### config.mk
export PLATFORM = sky130hd
export DESIGN_NAME = spi_mem_slave
export DESIGN_NICKNAME = d
export VERILOG_FILES = /design/src/rtl/spi_mem_pkg.sv /design/src/rtl/spi_mem_ram.sv /design/src/rtl/spi_mem_slave.sv
export SDC_FILE = /design/constraint.sdc
export NUM_CORES = 2
export LEC_CHECK = 0
export ABC_CLOCK_PERIOD_IN_PS = 4900
export CAP_MARGIN = 15
export CORE_MARGIN = 2
export CORE_UTILIZATION = 60
export CTS_CLUSTER_SIZE = 30
export DETAILED_ROUTE_END_ITERATION = 8
export DONT_BUFFER_PORTS = 1
export PLACE_DENSITY = 0.76
export SLEW_MARGIN = 25
export SYNTH_ARGS = -nofsm -noshare
export SYNTH_HDL_FRONTEND = slang
export SYNTH_SLANG_ARGS = --single-unit
### constraint.sdc
create_clock -name clk -period 4.9 [get_ports clk]
set_input_delay 0.98 -clock clk [delete_from_list [all_inputs] [get_ports clk]]
set_output_delay 0.98 -clock clk [all_outputs]
set_load 0.005 [all_outputs]
### src/rtl/spi_mem_pkg.sv
// Shared types for the SPI memory slave: FSM states, command codes, width helper.
// Latency: n/a (types only). Backpressure: n/a.
// Optional feature macro used by the slave: SPI_MEM_AUTOINC_EN.
package spi_mem_pkg;

    localparam int CMD_W = 2;

    typedef enum logic [2:0] {
        IDLE,
        CMD,
        RX,
        RD_WAIT,
        TX,
        DONE
    } state_t;

    typedef enum logic [CMD_W-1:0] {
        CMD_WR_ADDR = 2'b00,
        CMD_WR_DATA = 2'b01,
        CMD_RD_ADDR = 2'b10,
        CMD_RD_DATA = 2'b11
    } cmd_t;

    function automatic int max_int(input int a, input int b);
        return (a > b) ? a : b;
    endfunction

endpackage

### src/rtl/spi_mem_ram.sv
// Single-port-write / registered-read RAM; out-of-range writes dropped, reads return zero.
// Latency: read data valid 1 clk after address. Backpressure: none, accepts every cycle.
// Contents are not reset; only the read register is.
module spi_mem_ram #(
    parameter int ADDR_W    = 8,
    parameter int DATA_W    = 8,
    parameter int MEM_DEPTH = 256
) (
    input  logic              clk,
    input  logic              rst_n,
    input  logic              wr_en,
    input  logic [ADDR_W-1:0] wr_addr,
    input  logic [DATA_W-1:0] wr_dat,
    input  logic [ADDR_W-1:0] rd_addr,
    output logic [DATA_W-1:0] rd_dat
);

    localparam logic [ADDR_W:0] DEPTH_L = (ADDR_W+1)'(MEM_DEPTH);

    logic [DATA_W-1:0] mem [MEM_DEPTH];
    logic              wr_ok;
    logic              rd_ok;

    assign wr_ok = ({1'b0, wr_addr} < DEPTH_L);
    assign rd_ok = ({1'b0, rd_addr} < DEPTH_L);

    always_ff @(posedge clk) begin
        if (wr_en && wr_ok) begin
            mem[wr_addr] <= wr_dat;
        end
    end

    always_ff @(posedge clk or negedge rst_n) begin
        if (!rst_n) begin
            rd_dat <= '0;
        end else begin
            rd_dat <= rd_ok ? mem[rd_addr] : '0;
        end
    end

endmodule

### src/rtl/spi_mem_slave.sv
// SPI slave fronting a RAM: 2-bit command + W-bit payload frames, read data shifted out MSB first.
// Latency: read data starts on MISO 1 clk after the last payload bit. Backpressure: none; SS_n high mid-frame aborts.
// Define SPI_MEM_AUTOINC_EN to post-increment wr_addr/rd_addr after each completed data frame.
module spi_mem_slave
    import spi_mem_pkg::*;
#(
    parameter int ADDR_W    = 8,
    parameter int DATA_W    = 8,
    parameter int MEM_DEPTH = 256
) (
    input  logic clk,
    input  logic rst_n,
    input  logic MOSI,
    input  logic SS_n,
    output logic MISO,
    output logic frame_err
);

    localparam int W     = max_int(ADDR_W, DATA_W);
    // W >= DATA_W, so one counter covers both the payload and the TX bit count.
    localparam int CNT_W = $clog2(W + 1);

    state_t            state;
    cmd_t              cmd;
    logic [W-2:0]      sh;
    logic [CNT_W-1:0]  cnt;
    logic [ADDR_W-1:0] wr_addr;
    logic [ADDR_W-1:0] rd_addr;
    logic [DATA_W-1:0] tx_sh;
    logic [DATA_W-1:0] rd_dat;
    logic [W-1:0]      pay_nxt;
    logic              last_bit;
    logic              ram_we;

`ifdef SPI_MEM_AUTOINC_EN
    localparam logic [ADDR_W-1:0] LAST_ADDR = ADDR_W'(MEM_DEPTH - 1);

    function automatic logic [ADDR_W-1:0] addr_inc(input logic [ADDR_W-1:0] a);
        return (a >= LAST_ADDR) ? '0 : a + 1'b1;
    endfunction
`endif

    assign pay_nxt  = {sh, MOSI};
    assign last_bit = (state == RX) && !SS_n && (cnt == CNT_W'(W - 1));
    assign ram_we   = last_bit && (cmd == CMD_WR_DATA);

    spi_mem_ram #(
        .ADDR_W    (ADDR_W),
        .DATA_W    (DATA_W),
        .MEM_DEPTH (MEM_DEPTH)
    ) u_ram (
        .clk     (clk),
        .rst_n   (rst_n),
        .wr_en   (ram_we),
        .wr_addr (wr_addr),
        .wr_dat  (pay_nxt[DATA_W-1:0]),
        .rd_addr (rd_addr),
        .rd_dat  (rd_dat)
    );

    always_ff @(posedge clk or negedge rst_n) begin
        if (!rst_n) begin
            state     <= IDLE;
            cmd       <= CMD_WR_ADDR;
            sh        <= '0;
            cnt       <= '0;
            wr_addr   <= '0;
            rd_addr   <= '0;
            tx_sh     <= '0;
            MISO      <= 1'b0;
            frame_err <= 1'b0;
        end else begin
            frame_err <= 1'b0;
            // Deselect mid-frame discards everything captured so far.
            if (SS_n && (state inside {CMD, RX, RD_WAIT, TX})) begin
                state     <= IDLE;
                cnt       <= '0;
                MISO      <= 1'b0;
                frame_err <= 1'b1;
            end else begin
                case (state)
                    IDLE: begin
                        MISO <= 1'b0;
                        cnt  <= '0;
                        if (!SS_n) state <= CMD;
                    end
                    CMD: begin
                        cmd <= cmd_t'({cmd[0], MOSI});
                        if (cnt == CNT_W'(CMD_W - 1)) begin
                            cnt   <= '0;
                            state <= RX;
                        end else begin
                            cnt <= cnt + 1'b1;
                        end
                    end
                    RX: begin
                        sh <= pay_nxt[W-2:0];
                        if (last_bit) begin
                            cnt <= '0;
                            case (cmd)
                                CMD_WR_ADDR: wr_addr <= pay_nxt[ADDR_W-1:0];
                                CMD_WR_DATA: begin
`ifdef SPI_MEM_AUTOINC_EN
                                    wr_addr <= addr_inc(wr_addr);
`endif
                                end
                                CMD_RD_ADDR: rd_addr <= pay_nxt[ADDR_W-1:0];
                                default: ;
                            endcase
                            state <= (cmd == CMD_RD_DATA) ? RD_WAIT : DONE;
                        end else begin
                            cnt <= cnt + 1'b1;
                        end
                    end
                    RD_WAIT: begin
                        MISO  <= rd_dat[DATA_W-1];
                        tx_sh <= rd_dat << 1;
                        cnt   <= CNT_W'(1);
                        state <= TX;
                    end
                    TX: begin
                        if (cnt == CNT_W'(DATA_W)) begin
                            MISO  <= 1'b0;
                            cnt   <= '0;
                            state <= DONE;
`ifdef SPI_MEM_AUTOINC_EN
                            rd_addr <= addr_inc(rd_addr);
`endif
                        end else begin
                            MISO  <= tx_sh[DATA_W-1];
                            tx_sh <= tx_sh << 1;
                            cnt   <= cnt + 1'b1;
                        end
                    end
                    DONE: begin
                        MISO <= 1'b0;
                        if (SS_n) state <= IDLE;
                    end
                    default: state <= IDLE;
                endcase
            end
        end
    end

endmodule

==> key figures <==
Run status
  – Outcome: finished clean

Routing
  – WL met1: 76.6 mm
  – Highest routed layer: met5
  – WL met2: 91.3 mm
  – Drt via density: 7.00
  – Wire per inst: 33.4 um
  – Via count: 42.0k
  – Total Wirelength: 200 mm
  – DRT antenna net count: 0
  – Initial DRC count: 6684
  – Met3 WL post-DR: 23.9 mm
  – First-pass DRT Iterations: 6
  – Drt drc: 0

Cells and area
  – Area growth syn-to-layout: 11.7%
  – NumNets Final: 4072
  – Final core occ: 0.676
  – Fill cells: 7892
  – Layout cells sized above 1: 0.231

STA
  – RSZ-0062 raised after global routing: false
  – Max transition margin: 0.247
  – Endpoints failing hold: 0
  – Setup TNS: 0 ns
  – F_max: 257 MHz
  – Final count of negative-setup-slack endpoints: 0
  – Worst hold slack: 0.272 ns
  – Least-Margin Pin Slew: 1.13 ns
  – Min Clock Period, post-route: 3.90 ns
  – Max-slew violations: 0
  – Fin crit share: 0.795
  – Clock Skew: 0.0403 ns

Setup path
  – WS Path Type: reg -> reg
  – WP depth: 7
  – Crit path launch: rd_addr[0]
  – Max Fanout on Critical Path: 73
  – R2R depth: 7
  – Critical path's slowest cell: nor4_1
  – Most frequent CP cell: nor4_1
  – Worst setup SP type: flip-flop
  – CP Capture Type: flip-flop
  – CP top delay family: simple AND/OR/NAND/NOR gates
  – Req. time, crit path: 5.57 ns
  – Reg2reg start: rd_addr[0]
  – Setup crit end: u_ram.rd_dat[4]
  – Reg2Reg Setup Slack: 1.00 ns
  – Critical path buffers and inverters: 1
  – R2R Path End: u_ram.rd_dat[4]
  – Worst path max stage delay: 0.98 ns
  – Critical Path, Cell by Cell: buf_12, mux4_2, nor2b_1, a211oi_1, nor3_1, nor4_1, nor4_1
  – Worst Path Arrival: 4.56 ns

Synth
  – Synthesized area: 81000 um^2
  – Asr flop ratio synth: 0.0234
  – XOR/XNOR Fraction of Synth Area: 0.000216
  – Sequential-to-total area share from yosys stat: 0.775
  – Mux contribution to synthesized area: 0.144
  – Syn avg cell area: 20.6 um^2
  – Syn nets: 3938
  – FF+latch count, synth: 2097
  – EDFF count, synth: 2048
  – Post-synthesis simple-gate area fraction: 0.0285
  – Number of distinct library cells after synthesis: 54
  – Top FF cell, synth: edfxtp_1
  – Synth Instances: 3931
  – Compound-cell area share of the yosys netlist: 0.0380
  – Adder-cell area share of the yosys netlist: 0.000464
  – Synthesis Warnings: 0
  – Largest family of logic cells by synthesized area: multiplexers

Global routing
  – Vias in the first global route: 40.7k
  – First-pass GRT wire length: 288 mm
  – Overflow after GRT: 0
  – Initial antenna violation count: 7
  – GRT Total Usage: 0.294
  – Largest net degree at the start of global routing: 261

Power
  – VDD IR-drop max: 438 uV
  – Leak pwr: 27.7 nW
  – Power density cells: 436 nW/um^2

Floorplan
  – Die Ht: 371 um
  – Row count: 134
  – Core footprint: 134000 um^2
  – Initial Utilization: 0.606
  – Die width: 371 um
  – DIE AREA: 138000 um^2
  – I/O pins: 6

Clock network
  – Root buffer cell: clkbuf_16
  – Number of CTS-inserted buffers: 196
  – Post CTS Setup Buffer Count: 0
  – Clock slew at reported path FFs: 0.06 ns
  – Clock Latency Late Sink: 0.84 ns
  – Longest Clk Path Bufs: 3
  – H-tree depth: 4
  – CTS Sinks: 2097
  – CTS tree: yes

Placed design
  – GP Congestion: 0.935
  – IO Port Bufs: 0
  – HPWL Detailed: 115 mm

Run
  – Max cap viols: 0

Worst hold path
  – Hold crit path type: in -> reg
[routing by layer]
metal / global-route usage / vias up
met5: 0 / -
met4: 0.112 / 6
met3: 0.0739 / 475
met2: 0.433 / 3110
met1: 0.431 / 21800
li1: - / 16600
[registers in the layout, indices dropped and copies added, names as in the netlist]
register / cells
u_ram.mem: 2048
tx_sh: 7
rd_addr: 8
wr_addr: 8
MISO: 1
cnt: 4
u_ram.rd_dat: 8
cmd: 2
sh: 7
state: 3
frame_err: 1
[logic make-up after synthesis]
group	Yosys count
muxes	626
DFF	2097
AOI/OAI and AO/OA	460
xor gates and xnor gates	2
and+or+nand+nor	503
buffers and inverters	240
adders and majority gates	3
[placed cells by master, fill, tap and decap left out, drive strengths merged, types with 3 or more instances in the layout]
cell type	Yosys	layout
clkinvlp	0	15
nand3	14	14
nand4	4	4
mux4	428	428
dfrtp	49	49
inv	6	11
nor3	25	25
a211oi	31	31
clkinv	0	89
and3b	4	4
o31a	6	6
nor2b	26	26
a21oi	107	107
a221oi	3	3
nand2b	13	13
nor2	303	303
nor4b	3	3
edfxtp	2048	2048
or2	6	6
o221ai	33	33
nor4	33	33
mux2i	153	153
nand2	53	53
ha	3	3
o22ai	51	51
o21ai	43	43
buf	117	169
a22oi	171	171
clkbuf	117	224
nor3b	6	6
bufinv	0	26
mux2	45	45
nand3b	6	6
a22o	4	4
[power by group]
part           total [mW]  internal (mW)  switching, mW
Combinational        2.14          0.313           1.83
Clock                15.5           8.81           6.67
Sequential           21.8           21.3          0.464
[synthesized netlist by cell type, types with 6 or more instances]
| cell | instances | share of area |
|---|---|---|
| a211oi_1 | 31 | 0.0029 |
| a21oi_1 | 107 | 0.0066 |
| a22oi_1 | 171 | 0.016 |
| buf_1 | 29 | 0.0013 |
| buf_2 | 57 | 0.0035 |
| buf_4 | 25 | 0.0023 |
| buf_6 | 6 | 0.00083 |
| clkbuf_1 | 117 | 0.0054 |
| dfrtp_1 | 49 | 0.015 |
| edfxtp_1 | 2048 | 0.76 |
| inv_1 | 6 | 0.00028 |
| mux2_2 | 45 | 0.0063 |
| mux2i_1 | 153 | 0.019 |
| mux4_2 | 428 | 0.12 |
| nand2_1 | 53 | 0.0025 |
| nand2b_1 | 13 | 0.0010 |
| nand3_1 | 14 | 0.00087 |
| nand3b_1 | 6 | 0.00056 |
| nor2_1 | 303 | 0.014 |
| nor2b_1 | 26 | 0.0020 |
| nor3_1 | 24 | 0.0015 |
| nor4_1 | 32 | 0.0025 |
| o21ai_0 | 43 | 0.0027 |
| o221ai_1 | 33 | 0.0036 |
| o22ai_1 | 51 | 0.0039 |
| o31a_1 | 6 | 0.00065 |
| or2_2 | 6 | 0.00046 |
[layout make-up]
cell class	count	area, um^2	share of cell area
Clock inverter	135	1520	0.0168
Timing Repair Buffer	170	1630	0.0180
Inverter	6	22.5	0.000249
Clock buffer	224	5050	0.0559
Sequential cell	2097	62800	0.694
Antenna cell	2	5.00	0.0000554
Multi-Input combinational cell	1594	17200	0.190
Tap cell	1768	2210	0.0245
[how the worst min path moves through the flow]
stage                         start       end  slack [ns]  cells after the start
global route                   SS_n  state[0]        0.25                      1
detailed placement  u_ram.rd_dat[0]  tx_sh[1]        0.51                      2
CTS                            SS_n  state[0]        0.23                      1
finish                         SS_n  state[0]        0.27                      1
floorplan           u_ram.rd_dat[0]  tx_sh[1]        0.46                      2
global placement    u_ram.rd_dat[0]  tx_sh[1]        0.48                      2
[worst register-to-register path: cells and delay by family (launching register included)]
kind,cells,cell delay (ns)
buffers and inverters,1,0.53
and+or+nand+nor,4,1.39
AOI/OAI and AO/OA,1,0.26
DFF,1,0.90
muxes,1,0.66
[through the flow]
step / cell area [um^2] / setup slack (ns) / power, mW / instances
after floorplan: 81000 / 0.878 / 23.2 / 3931
after global placement: 83700 / 1.08 / 24.1 / 5631
after detailed placement: 83700 / 0.954 / 24.3 / 5631
after CTS: 90300 / 1.09 / 39.5 / 5992
after global routing: 90400 / 0.936 / 40.3 / 5994
final: 90400 / 1.00 / 39.4 / 5996
[timing repair]
item / 4_1_cts / 5_1_grt
hold endpoints to repair: 49 / 0
hold buffers: 2 / 0
resized for setup: 0 / 0
Note: power is estimated with default switching activity, not from simulation.
